===== src/rtl/rtc_time_edit.sv =====
// HH:MM:SS display latch with key-driven time set, blink and RTC write handshake.
// Feeds the six-digit BCD seven-segment driver and the DS1302 writer.
module rtc_time_edit #(
  parameter int BLINK_HALF = 25_000_000
) (
  input  logic        clk,
  input  logic        rst,
  input  logic        rtc_valid,
  input  logic [23:0] rtc_time,
  input  logic        key_mode,
  input  logic        key_up,
  output logic        wr_req,
  output logic [23:0] wr_time,
  input  logic        wr_ack,
  output logic [23:0] seg_bcd,
  output logic [7:0]  seg_en
);

  localparam int CW = $clog2(BLINK_HALF);

  typedef enum logic [2:0] {
    RUN, SET_HH, SET_MM, SET_SS, COMMIT
  } state_t;

  state_t        state, state_n;
  logic [23:0]   disp, disp_n;
  logic [23:0]   edit, edit_n;
  logic [23:0]   wr_time_n;
  logic          wr_req_n;
  logic [CW-1:0] cnt, cnt_n;
  logic          blank, blank_n;
  logic          clr;
  logic          in_set_n;

  // Invalid BCD or the field maximum wraps to 00.
  function automatic logic [7:0] inc_field(
    input logic [7:0] f,
    input logic [3:0] tmax,
    input logic [7:0] fmax
  );
    logic [7:0] r;
    if (f[3:0] > 4'd9 || f[7:4] > tmax || f == fmax)
      r = 8'h00;
    else if (f[3:0] == 4'd9)
      r = {f[7:4] + 4'd1, 4'h0};
    else
      r = {f[7:4], f[3:0] + 4'd1};
    return r;
  endfunction

  always_comb begin
    state_n   = state;
    disp_n    = disp;
    edit_n    = edit;
    wr_req_n  = wr_req;
    wr_time_n = wr_time;
    clr       = 1'b0;
    unique case (state)
      RUN: begin
        if (key_mode) begin
          edit_n  = disp;
          state_n = SET_HH;
          clr     = 1'b1;
        end else if (rtc_valid) begin
          disp_n = rtc_time;
        end
      end
      SET_HH: begin
        if (key_mode) begin
          state_n = SET_MM;
          clr     = 1'b1;
        end else if (key_up) begin
          edit_n[23:16] = inc_field(edit[23:16], 4'd2, 8'h23);
          clr           = 1'b1;
        end
      end
      SET_MM: begin
        if (key_mode) begin
          state_n = SET_SS;
          clr     = 1'b1;
        end else if (key_up) begin
          edit_n[15:8] = inc_field(edit[15:8], 4'd5, 8'h59);
          clr          = 1'b1;
        end
      end
      SET_SS: begin
        if (key_mode) begin
          state_n   = COMMIT;
          wr_req_n  = 1'b1;
          wr_time_n = edit;
        end else if (key_up) begin
          edit_n[7:0] = inc_field(edit[7:0], 4'd5, 8'h59);
          clr         = 1'b1;
        end
      end
      COMMIT: begin
        if (wr_ack) begin
          wr_req_n = 1'b0;
          disp_n   = edit;
          state_n  = RUN;
        end
      end
      default: state_n = RUN;
    endcase
  end

  assign in_set_n = (state_n == SET_HH) || (state_n == SET_MM) ||
                    (state_n == SET_SS);

  always_comb begin
    cnt_n   = cnt;
    blank_n = blank;
    if (!in_set_n || clr) begin
      cnt_n   = '0;
      blank_n = 1'b0;
    end else if (cnt == CW'(BLINK_HALF - 1)) begin
      cnt_n   = '0;
      blank_n = ~blank;
    end else begin
      cnt_n = cnt + CW'(1);
    end
  end

  always_ff @(posedge clk or posedge rst) begin
    if (rst) begin
      state   <= RUN;
      disp    <= '0;
      edit    <= '0;
      wr_req  <= 1'b0;
      wr_time <= '0;
      cnt     <= '0;
      blank   <= 1'b0;
      seg_bcd <= '0;
      seg_en  <= 8'h00;
    end else begin
      state   <= state_n;
      disp    <= disp_n;
      edit    <= edit_n;
      wr_req  <= wr_req_n;
      wr_time <= wr_time_n;
      cnt     <= cnt_n;
      blank   <= blank_n;
      seg_bcd <= (state_n == RUN) ? disp_n : edit_n;
      seg_en  <= blank_n ? 8'hFF : 8'h00;
    end
  end

endmodule


===== config.mk =====
export PLATFORM = sky130hd
export DESIGN_NAME = rtc_time_edit
export DESIGN_NICKNAME = d
export VERILOG_FILES = /design/src/rtl/rtc_time_edit.sv
export SDC_FILE = /design/constraint.sdc
export NUM_CORES = 1
export LEC_CHECK = 0
export BUFFER_PORTS_ARGS = -buffer_cell sky130_fd_sc_hd__buf_2
export CAP_MARGIN = 25
export CORE_ASPECT_RATIO = 1.4
export CORE_MARGIN = 1.5
export CORE_UTILIZATION = 53
export CTS_BUF_LIST = sky130_fd_sc_hd__clkbuf_16
export DETAILED_ROUTE_END_ITERATION = 10
export MAX_ROUTING_LAYER = met4
export PLACE_DENSITY_LB_ADDON = 0.2
export SYNTH_ARGS = -nofsm -noshare
export SYNTH_HDL_FRONTEND = slang
export SYNTH_SLANG_ARGS = --single-unit
export TNS_END_PERCENT = 1

===== constraint.sdc =====
create_clock -name clk -period 6 [get_ports clk]
set_input_delay 1.2 -clock clk [delete_from_list [all_inputs] [get_ports clk]]
set_output_delay 1.2 -clock clk [all_outputs]
set_load 0.02 [all_outputs]

==> reports/results.txt, run 1 <==
Reg clk slew, reported paths = 0.06 ns
Syn Nets = 671
crit-path max cell delay = 0.69 ns
Synth Instances = 632
final hold violation count = 0
CTS Sinks = 126
CP required = 6.31 ns
TritonCTS Buffers = 17
top cell type's share of synthesized area = 49.3%
io pins = 87
CTS tree = built
Most used DFF post-synth = dfrtp_1
synthesized flop and latch total = 126
Clock Latency Late Sink = 0.43 ns
first-pass GRT wire length = 25,700 um
setup tns final = 0 ns
WL/cell = 18.6 um
final wirelength = 15,800 um
RSZ-0062 raised after global routing = no
Hold Buf Count CTS = 0
library cells used by synthesis = 59
worst setup margin = 2.90 ns
Seq pwr share = 36.3%
vias after detailed routing = 5,067
Clock Power Share = 28.9%
slowest CP cell = a22oi_2
layout cells sized above 1 = 25.2%
Slew @ Worst Pin = 1.03 ns
Post-CTS Setup Inserts = 0
status = finished, final reports clean
max-slew headroom at the worst pin = 31.0%
WHS Path Cells = 2
CP Max Fanout = 40
largest net degree at the start of global routing = 65
leakage power = 3.50 nW
HP Class = register to register
Final #Nets = 731
min Tclk post-route = 3.10 ns
Initial Utilization = 54.1%
fmax = 0.322 GHz
DRC viols = 0
Pwr Density = 533 nW/um^2
Setup crit start kind = primary input
YS warnings = 0
port bufs = 86
fillers = 947
clk buf depth = 2
Arrival @ worst endpoint = 3.41 ns
Die Ht = 133 um
initial DRC count = 347
crit path cell chain = buf_2, nor2_1, a22oi_2, buf_4, mux2_2
Synth Cell Area = 6390 um^2
sequential fraction of the synthesis area = 49.3%
Max H-tree Level = 4
clk_skew = 0.00836 ns
sw frac = 38.3%
Post-synth EDFFs = 0
Tot GR Track Use = 27.4%
gpl congestion = 0.900
final count of pins violating max slew = 0
die area = 12,700 um^2
ys async rst share = 100%
antenna violations before repair = 1
Sw Pwr = 0.00153 W
vias in the first global route = 5,133
worst hold slack = 0.475 ns
Final HPWL DP = 10,500 um
Setup CP Type = primary input to register
die width = 95.8 um
Layout Cells excl Fill = 853
period utilisation layout = 51.7%
Vias per Instance = 5.94
Worst VDD drop = 265 uV
Finish-stage setup viols = 0
Syn-to-layout area delta = 17.3%
dpl ws = 2.35 ns
root buf cell = clkbuf_16
Avg Cell Area, Syn = 10.1 um^2
DRT Pass-1 Iters = 5
GRT Residual Overflow = 0
post-placement cell count = 817
largest cells by area after synthesis = dfrtp_1 (49%), mux2_2 (6.5%), nand2_1 (4.6%)
Comb pwr share = 34.8%
Post-DRT Antenna Nets = 0
Core ar. = 11,800 um^2
path depth of the worst reg2reg path = 4
CTS resizes = 0
critical path endpoint category = register
Internal Power = 0.00246 W
Synth area leader = dfrtp_1
row count = 47
max_cap viols = 0
==> synth_stat cells, types with 3 or more instances <==
master / number
a21oi_1: 7
a221oi_1: 3
a22oi_1: 21
a2bb2oi_1: 6
a31oi_1: 11
a32oi_1: 4
and2_1: 5
and3_1: 7
and4_1: 3
buf_1: 3
buf_2: 12
buf_4: 11
clkbuf_1: 27
dfrtp_1: 126
ha_1: 9
inv_1: 22
mux2_2: 37
mux2i_1: 6
nand2_1: 78
nand2b_1: 5
nand3_1: 25
nand4_1: 9
nor2_1: 46
nor2b_1: 12
nor3_1: 5
nor4_1: 6
o211ai_1: 3
o21ai_0: 28
o221ai_1: 10
or2_2: 3
xnor2_1: 18
xor2_1: 25
==> state kept, by name, summed over array words and instances (netlist names) <==
| signal | cells |
|---|---|
| disp | 24 |
| wr_time | 24 |
| seg_bcd | 24 |
| edit | 24 |
| state | 3 |
| seg_en | 1 |
| wr_req | 1 |
| cnt | 25 |
==> stage by stage <==
stage | cell area [um^2] | total power (W) | util (%)
2_1_floorplan | 6390 | 0.00242 | -
3_3_place_gp | 6800 | 0.00278 | 57.6
3_5_place_dp | 6800 | 0.00282 | 57.6
4_1_cts | 7460 | 0.00400 | 63.2
5_1_grt | 7500 | 0.00422 | 63.4
6_report | 7500 | 0.00399 | 63.4
==> per-layer routing <==
layer  vias up  share of wire, %  wire length (um)  track usage, %
met1      2540                40              6400            32.6
li1       2349                 -                 -               -
met5         -                 0                 0               -
met3        32               4.2               660            5.92
met2       146                53              8430            44.5
met4         0               2.2               355            10.9
==> worst max-delay path, delay by kind of cell <==
family	cells	cell delay [ns]
multiplexers	1	0.38
buffers and inverters	2	0.93
AND/OR/NAND/NOR	1	0.19
AO/OA/AOI/OAI	1	0.69
==> power groups by stage <==
| stage | Sequential [W] | Combinational (W) | Clock (W) |
|---|---|---|---|
| 2_1_floorplan | 0.00145 | 0.000970 | 0 |
| 3_3_place_gp | 0.00145 | 0.00133 | 0 |
| 3_5_place_dp | 0.00146 | 0.00137 | 0 |
| 4_1_cts | 0.00145 | 0.00139 | 0.00117 |
| 5_1_grt | 0.00149 | 0.00152 | 0.00120 |
| 6_report | 0.00145 | 0.00139 | 0.00115 |
==> layout make-up <==
cell class	instances	area, um^2	share of cell area, %
inverters	22	85.1	1.13
repair buffers	95	505	6.74
clock buffers	17	425	5.67
multi-input cells	430	2910	38.8
clock inverters	15	235	3.14
well taps	147	184	2.45
flip-flops and latches	126	3150	42.1
diodes	1	2.50	0.0334
==> cells in the final DEF, fill, tap and decap left out, drive strengths merged, types with 3 or more instances in the layout <==
master / count
nand3: 25
a221oi: 3
o211ai: 3
nor2b: 12
xnor2: 18
a21oi: 7
o21ai: 28
and2: 5
a32oi: 4
or2: 4
nand4: 9
nor4: 6
and4: 3
inv: 26
xor2: 25
ha: 9
and3: 7
clkbuf: 17
o221ai: 10
nor3: 5
bufinv: 5
o2111ai: 3
nor2: 46
dfrtp: 126
nand2b: 5
nand2: 78
a31oi: 11
a22oi: 22
a2bb2oi: 6
clkinv: 4
mux2: 37
buf: 95
mux2i: 6
==> final timing paths <==
check,from,end,slack (ns)
hold / removal,wr_time[4]$_DFFE_PP0P_,wr_time[4]$_DFFE_PP0P_,0.47
min in group asynchronous,rst,cnt[3]$_DFF_PP0_,0.92
hold reg to reg,wr_time[4]$_DFFE_PP0P_,wr_time[4]$_DFFE_PP0P_,0.47
setup / recovery,key_mode,seg_bcd[4]$_DFF_PP0_,2.90
max in group asynchronous,rst,edit[17]$_DFF_PP0_,3.78
setup reg to reg,state[1]$_DFF_PP0_,seg_bcd[4]$_DFF_PP0_,3.05
==> logic make-up (layout without fill, tap and decap cells) <==
logic type | count (synthesis) | after routing | share of synthesized area [%]
DFF | 126 | 126 | 49.3
muxes | 43 | 43 | 7.46
AOI/OAI and AO/OA | 113 | 113 | 13.0
adders and majority gates | 9 | 9 | 1.76
and+or+nand+nor | 222 | 222 | 17.1
other | 0 | 1 | 0
xor gates and xnor gates | 43 | 43 | 5.89
buffers and inverters | 76 | 149 | 5.46
Note: power is estimated with default switching activity, not from simulation.
==> run 2, diff against run 1 <==
--- a/config.mk
+++ b/config.mk
@@ -5,11 +5,12 @@
 export SDC_FILE = /design/constraint.sdc
 export NUM_CORES = 1
 export LEC_CHECK = 0
+export ABC_AREA = 1
 export BUFFER_PORTS_ARGS = -buffer_cell sky130_fd_sc_hd__buf_2
 export CAP_MARGIN = 25
 export CORE_ASPECT_RATIO = 1.4
 export CORE_MARGIN = 1.5
-export CORE_UTILIZATION = 53
+export CORE_UTILIZATION = 52
 export CTS_BUF_LIST = sky130_fd_sc_hd__clkbuf_16
 export DETAILED_ROUTE_END_ITERATION = 10
 export MAX_ROUTING_LAYER = met4
==> constraint.sdc (replaced) <==
create_clock -name clk -period 2.7 [get_ports clk]
set_input_delay 0.54 -clock clk [delete_from_list [all_inputs] [get_ports clk]]
set_output_delay 0.54 -clock clk [all_outputs]
set_load 0.02 [all_outputs]
==> run 2 against run 1 <==
Effect of this change: final area rose by 1.6%; clock skew hardly changed; utilization down 1.6 points; sequential cell count is the same; non-clock buffer count increased by 3; clock power is 96% higher; sequential share of layout area is 0.66 points lower; combinational power increased by 140%; sequential power grew 100%; register-to-register slack lost 2.8 ns.
==> reports/results.txt, run 2 <==
Final HPWL DP = 13,000 um (+24%)
fin area = 7620 um^2 (+1.6%)
Post-CTS Setup Inserts = 0 (unchanged)
die area = 13,200 um^2 (+3.9%)
vias after detailed routing = 5,986 (+18%)
Synth Instances = 825 (+31%)
Sw Pwr = 0.00363 W (+140%)
first-pass GRT wire length = 29,800 um (+16%)
die width = 97.7 um (+1.9%)
Most flops, register = cnt
CTS tree = built
Vias per Instance = 5.59 (-5.9%)
Die Ht = 136 um (+1.9%)
sw frac = 42.8% (+4.5 points)
fillers = 1,111 (+17%)
Hold Buf Count CTS = 0 (unchanged)
ys async rst share = 100% (unchanged)
Max H-tree Level = 4 (unchanged)
period utilisation layout = 90.9%
CP Max Fanout = 25 (-38%)
HP Class = primary input to asynchronous set/reset pin
gpl congestion = 0.949 (+5.5%)
WL/cell = 17.4 um (-6.3%)
largest cells by area after synthesis = dfrtp_1 (48%), nand2_1 (15%), inv_1 (5.4%)
post-placement cell count = 1,040 (+27%)
YS warnings = 0 (unchanged)
max FFs per register = 25 (unchanged)
library cells used by synthesis = 37 (-37%)
clk_skew = 0.00803 ns (-0.000335 ns)
Worst VDD drop = 584 uV (+120%)
Post-synth EDFFs = 0 (unchanged)
placed cell area = 7040 um^2 (+3.5%)
Clock Latency Late Sink = 0.42 ns (about the same)
sequential fraction of the synthesis area = 48.3% (-0.97 points)
antenna violations before repair = 0 (-1)
Synth Cell Area = 6520 um^2 (+2.0%)
Initial Utilization = 53.0% (-1.1 points)
initial DRC count = 354 (+2.0%)
TritonCTS Buffers = 17 (unchanged)
Layout Cells excl Fill = 1,071 (+26%)
GRT Residual Overflow = 0 (unchanged)
max_cap viols = 0 (unchanged)
synthesized flop and latch total = 126 (unchanged)
Finish-stage setup viols = 0 (unchanged)
most common cell after layout, fill and taps aside = nand2_1
Internal Power = 0.00484 W (+97%)
RSZ-0062 raised after global routing = no
CP required = 3.00 ns (-3.31 ns)
CTS resizes = 0 (unchanged)
Syn-to-layout area delta = 16.8%
CTS Sinks = 126 (unchanged)
final count of pins violating max slew = 0 (unchanged)
Arrival @ worst endpoint = 2.76 ns (-0.65 ns)
Setup crit start kind = register
DRT Pass-1 Iters = 5 (unchanged)
min Tclk post-route = 2.45 ns
layout cells sized above 1 = 16.2% (-9.1 points)
most frequent cells in the layout = nand2_1 (253), dfrtp_1 (126), inv_1 (94)
fmax = 0.408 GHz
Pwr Density = 1110 nW/um^2 (+110%)
worst hold slack = 0.262 ns (-0.213 ns)
critical path endpoint category = register
Synth area leader = dfrtp_1
row count = 48 (+2.1%)
max-slew headroom at the worst pin = 47.9% (+17 points)
Comb pwr share = 39.0% (+4.2 points)
Clock Power Share = 26.5% (-2.4 points)
Final #Nets = 948 (+30%)
Slew @ Worst Pin = 0.779 ns (-0.246 ns)
status = finished, final reports clean
Core ar. = 12,300 um^2 (+4.2%)
port bufs = 86 (unchanged)
setup tns final = 0 ns (unchanged)
top cell type's share of synthesized area = 48.3% (-0.97 points)
Post-DRT Antenna Nets = 0 (unchanged)
Syn Nets = 864 (+29%)
Reg clk slew, reported paths = 0.06 ns (about the same)
final wirelength = 18,600 um (+18%)
io pins = 87 (unchanged)
root buf cell = clkbuf_16
Setup CP Type = register to register
Most used DFF post-synth = dfrtp_1
Seq pwr share = 34.5% (-1.8 points)
DRC viols = 0 (unchanged)
Tot GR Track Use = 29.9% (+2.5 points)
vias in the first global route = 6,064 (+18%)
Avg Cell Area, Syn = 7.91 um^2 (-22%)
cell with the most instances after synthesis = nand2_1
top cells by count, synth = nand2_1 (253), dfrtp_1 (126), inv_1 (93)
final hold violation count = 0 (unchanged)
leakage power = 3.88 nW (+11%)
largest net degree at the start of global routing = 127 (+95%)
diode count = 0 (-1)
clk buf depth = 2 (unchanged)
[run 2: cell types whose count changed in the layout (fill, tap and decap cells not counted), moves of 8 or more]
| cell | before | now |
|---|---|---|
| nor2b_1 | 12 | 0 |
| xor2_1 | 25 | 17 |
| nor2_1 | 46 | 72 |
| nand3_1 | 25 | 45 |
| mux2_2 | 37 | 0 |
| inv_1 | 21 | 94 |
| o221ai_1 | 10 | 24 |
| o21ai_0 | 28 | 57 |
| a22oi_1 | 21 | 10 |
| nand2_1 | 78 | 253 |
| nor3_1 | 5 | 16 |
| a31oi_1 | 11 | 0 |
| xnor2_1 | 18 | 3 |
[run 2: kinds of logic (layout without fill, tap and decap cells)]
| family | after synthesis | in the layout | synth area share (%) |
|---|---|---|---|
| compound gates | 117 | 117 | 11.2 |
| xor+xnor | 20 | 20 | 2.69 |
| buf+inv | 132 | 228 | 8.80 |
| fa+ha+maj | 9 | 9 | 1.73 |
| simple gates | 421 | 421 | 27.3 |
| flops | 126 | 126 | 48.3 |
[run 2: worst max-delay path, stage by stage (launching register included)]
cell	delay (ns)
dfrtp_1	0.45
nor2_2	0.29
nor2_4	0.09
inv_2	0.09
nand2_2	0.08
nor2_4	0.63
inv_2	0.46
nand2_1	0.17
nand2_1	0.07
[run 2: area by class of cell]
cell class	count	area, um^2	area share (%)
Clock inverter	14	148	1.94
Clock buffer	17	425	5.58
Sequential cell	126	3150	41.4
Tap cell	150	188	2.46
Inverter	99	375	4.93
Multi-Input combinational cell	567	2800	36.7
Timing Repair Buffer	98	533	7.00
[run 2: metal layers]
layer	vias up	wire length (um)	GRT usage (%)
met4	0	641	14.4
met2	187	10300	54.7
met5	-	0	-
met1	2904	7090	31.6
li1	2847	-	-
met3	48	636	3.92
[run 2: final timing paths]
| kind | depth (start not counted) | slack (ns) | from | end |
|---|---|---|---|---|
| max | 8 | 0.25 | state[0]$_DFF_PP0_ | seg_bcd[5]$_DFF_PP0_ |
| min | 3 | 0.26 | rst | cnt[15]$_DFF_PP0_ |
| max reg2reg | 8 | 0.25 | state[0]$_DFF_PP0_ | seg_bcd[5]$_DFF_PP0_ |
| min reg2reg | 2 | 0.48 | wr_time[21]$_DFFE_PP0P_ | wr_time[21]$_DFFE_PP0P_ |
| max in group asynchronous | 3 | 1.85 | rst | seg_bcd[6]$_DFF_PP0_ |
| min in group clk | 2 | 0.42 | wr_ack | state[2]$_DFF_PP0_ |
[run 2: stage by stage]
stage                     utilization [%]  power (W)  setup slack, ns
after global routing                 61.9    0.00900           0.0121
final                                61.9    0.00847            0.246
after floorplan                         -    0.00517            0.607
after CTS                            61.9    0.00848            0.228
after detailed placement             57.2    0.00621        -0.000575
after global placement               57.2    0.00611           0.0909
[run 2: power groups by stage]
stage / sequential, W / combinational (W) / clock, W
finish: 0.00292 / 0.00330 / 0.00225
global route: 0.00298 / 0.00368 / 0.00234
CTS: 0.00291 / 0.00330 / 0.00227
detailed placement: 0.00293 / 0.00328 / 0
global placement: 0.00292 / 0.00320 / 0
floorplan: 0.00319 / 0.00198 / 0
==> run 3, diff against run 2 <==
--- a/config.mk
+++ b/config.mk
@@ -6,13 +6,13 @@
 export NUM_CORES = 1
 export LEC_CHECK = 0
 export ABC_AREA = 1
-export BUFFER_PORTS_ARGS = -buffer_cell sky130_fd_sc_hd__buf_2
 export CAP_MARGIN = 25
 export CORE_ASPECT_RATIO = 1.4
 export CORE_MARGIN = 1.5
-export CORE_UTILIZATION = 52
+export CORE_UTILIZATION = 53
 export CTS_BUF_LIST = sky130_fd_sc_hd__clkbuf_16
 export DETAILED_ROUTE_END_ITERATION = 10
+export DONT_BUFFER_PORTS = 1
 export MAX_ROUTING_LAYER = met4
 export PLACE_DENSITY_LB_ADDON = 0.2
 export SYNTH_ARGS = -nofsm -noshare
==> run 3 against run 2 <==
Effect of this change: setup slack improved by 0.36 ns; clock power rose by 11%; power fell by 0.15%; global-route usage fell by 0.28 points; largest power group is now registers; wire length fell by 4.9%.
==> reports/results.txt, run 3 (synthesis gave the netlist of run 2 again) <==
status = finished, final reports clean
initial DRC count = 352 (-0.56%)
Most flops, register = cnt
layout cells sized above 1 = 7.77% (-8.4 points)
gpl congestion = 0.922 (-2.9%)
Final HPWL DP = 12,600 um (-3.3%)
min Tclk post-route = 2.10 ns (-0.357 ns)
Worst VDD drop = 561 uV (-3.9%)
leakage power = 3.53 nW (-9.1%)
TritonCTS Buffers = 17 (unchanged)
slowest CP cell = dfrtp_1
worst r2r src = state[2]$_DFF_PP0_
max FFs per register = 25 (unchanged)
row count = 47 (-2.1%)
Reg clk slew, reported paths = 0.06 ns (about the same)
GRT Residual Overflow = 0 (unchanged)
max-slew headroom at the worst pin = 45.8% (-2.1 points)
max_cap viols = 0 (unchanged)
io pins = 87 (unchanged)
fillers = 1,048 (-5.7%)
period utilisation layout = 77.7% (-13 points)
most used cell, CP = nand2_1
antenna violations before repair = 0 (unchanged)
WP depth = 10 (+2)
Syn-to-layout area delta = 11.3%
HP Class = primary input to asynchronous set/reset pin
worst hold slack = 0.0607 ns (-0.201 ns)
final hold violation count = 0 (unchanged)
diode count = 0 (unchanged)
clk buf depth = 2 (unchanged)
Pwr Density = 1160 nW/um^2 (+4.7%)
WL/cell = 18.0 um (+3.5%)
Setup CP Type = register to register
crit path cell chain = inv_1, nand3_2, inv_1, nand2_2, buf_4, nand3_1, a22oi_1, nand2_1, nand2_1, nand2_1
clk_skew = 0.00980 ns (+0.00178 ns)
DRC viols = 0 (unchanged)
Arrival @ worst endpoint = 2.40 ns (-0.36 ns)
crit-path max cell delay = 0.47 ns (-0.16 ns)
setup tns final = 0 ns (unchanged)
Register Area = 3150 um^2 (about the same)
root buf cell = clkbuf_16
Final #Nets = 863 (-9.0%)
CP Max Fanout = 22 (-12%)
Initial Utilization = 54.6% (+1.7 points)
largest net degree at the start of global routing = 61 (-52%)
Layout Utilization = 60.8% (-1.0 points)
Vias per Instance = 5.71 (+2.1%)
RSZ-0062 raised after global routing = no
final wirelength = 17,700 um (-4.9%)
Clock Latency Late Sink = 0.42 ns (about the same)
die area = 13,000 um^2 (-1.8%)
Worst setup startpoint = state[2]$_DFF_PP0_
die width = 96.8 um (-0.92%)
vias after detailed routing = 5,614 (-6.2%)
vias in the first global route = 5,914 (-2.5%)
Tot GR Track Use = 29.6% (-0.28 points)
Post-CTS Setup Inserts = 0 (unchanged)
most frequent cells in the layout = nand2_1 (253), dfrtp_1 (125), inv_1 (92)
critical path endpoint category = register
Reg2Reg Setup Slack = 0.60 ns (+0.36 ns)
placed cell area = 6620 um^2 (-6.0%)
most common cell after layout, fill and taps aside = nand2_1
Hold Buf Count CTS = 0 (unchanged)
final count of pins violating max slew = 0 (unchanged)
fmax = 0.477 GHz (+17%)
CTS resizes = 0 (unchanged)
CP endpoint = seg_bcd[4]$_DFF_PP0_
FF-to-FF End = seg_bcd[4]$_DFF_PP0_
CP required = 3.00 ns (about the same)
CTS Sinks = 126 (unchanged)
CTS tree = built
Setup crit start kind = register
Post-DRT Antenna Nets = 0 (unchanged)
cell family with most CP delay = simple AND/OR/NAND/NOR gates
path depth of the worst reg2reg path = 10 (+2)
port bufs = 0 (-100%)
Slew @ Worst Pin = 0.814 ns (+0.0341 ns)
DRT Pass-1 Iters = 5 (unchanged)
first-pass GRT wire length = 29,200 um (-2.0%)
Die Ht = 134 um (-0.93%)
fin area = 7260 um^2 (-4.7%)
Core ar. = 11,900 um^2 (-3.0%)
Max H-tree Level = 4 (unchanged)
multi-input logic area = 2800 um^2 (unchanged)
Buf/Inv on CP = 3 (+1)
Finish-stage setup viols = 0 (unchanged)
## run 3: cell type report
type / instances / area share, %
clock buffer: 17 / 5.86
multi-input combinational: 567 / 38.5
sequential: 126 / 43.4
inverter: 99 / 5.17
tap: 147 / 2.53
timing repair buffer: 13 / 1.52
clock inverter: 15 / 3.00
## run 3: worst min-delay path by stage
stage,to,slack (ns)
after floorplan,disp[11]$_DFF_PP0_,0.47
after global placement,wr_time[0]$_DFFE_PP0P_,0.51
after detailed placement,disp[14]$_DFF_PP0_,0.51
after CTS,wr_time[21]$_DFFE_PP0P_,0.08
after global routing,wr_time[0]$_DFFE_PP0P_,0.11
final,wr_time[0]$_DFFE_PP0P_,0.06
## run 3: metal layers
layer / wire length, um / vias up / global-route usage (%)
met5: 0 / - / -
met4: 540 / 0 / 12.9
met3: 932 / 52 / 6.41
met2: 9700 / 188 / 54.0
met1: 6550 / 2696 / 30.4
li1: - / 2678 / -
## run 3: per-stage QoR
stage / worst slack, ns / power (W) / std cells
detailed placement: 0.674 / 0.00594 / 952
global route: 0.427 / 0.00898 / 984
global placement: 0.701 / 0.00588 / 952
CTS: 0.669 / 0.00847 / 984
finish: 0.603 / 0.00846 / 984
floorplan: 0.607 / 0.00517 / 825
## run 3: power by group
group          internal [W]  switching (W)
combinational      0.000802        0.00185
sequential          0.00251       0.000806
clock               0.00163       0.000861
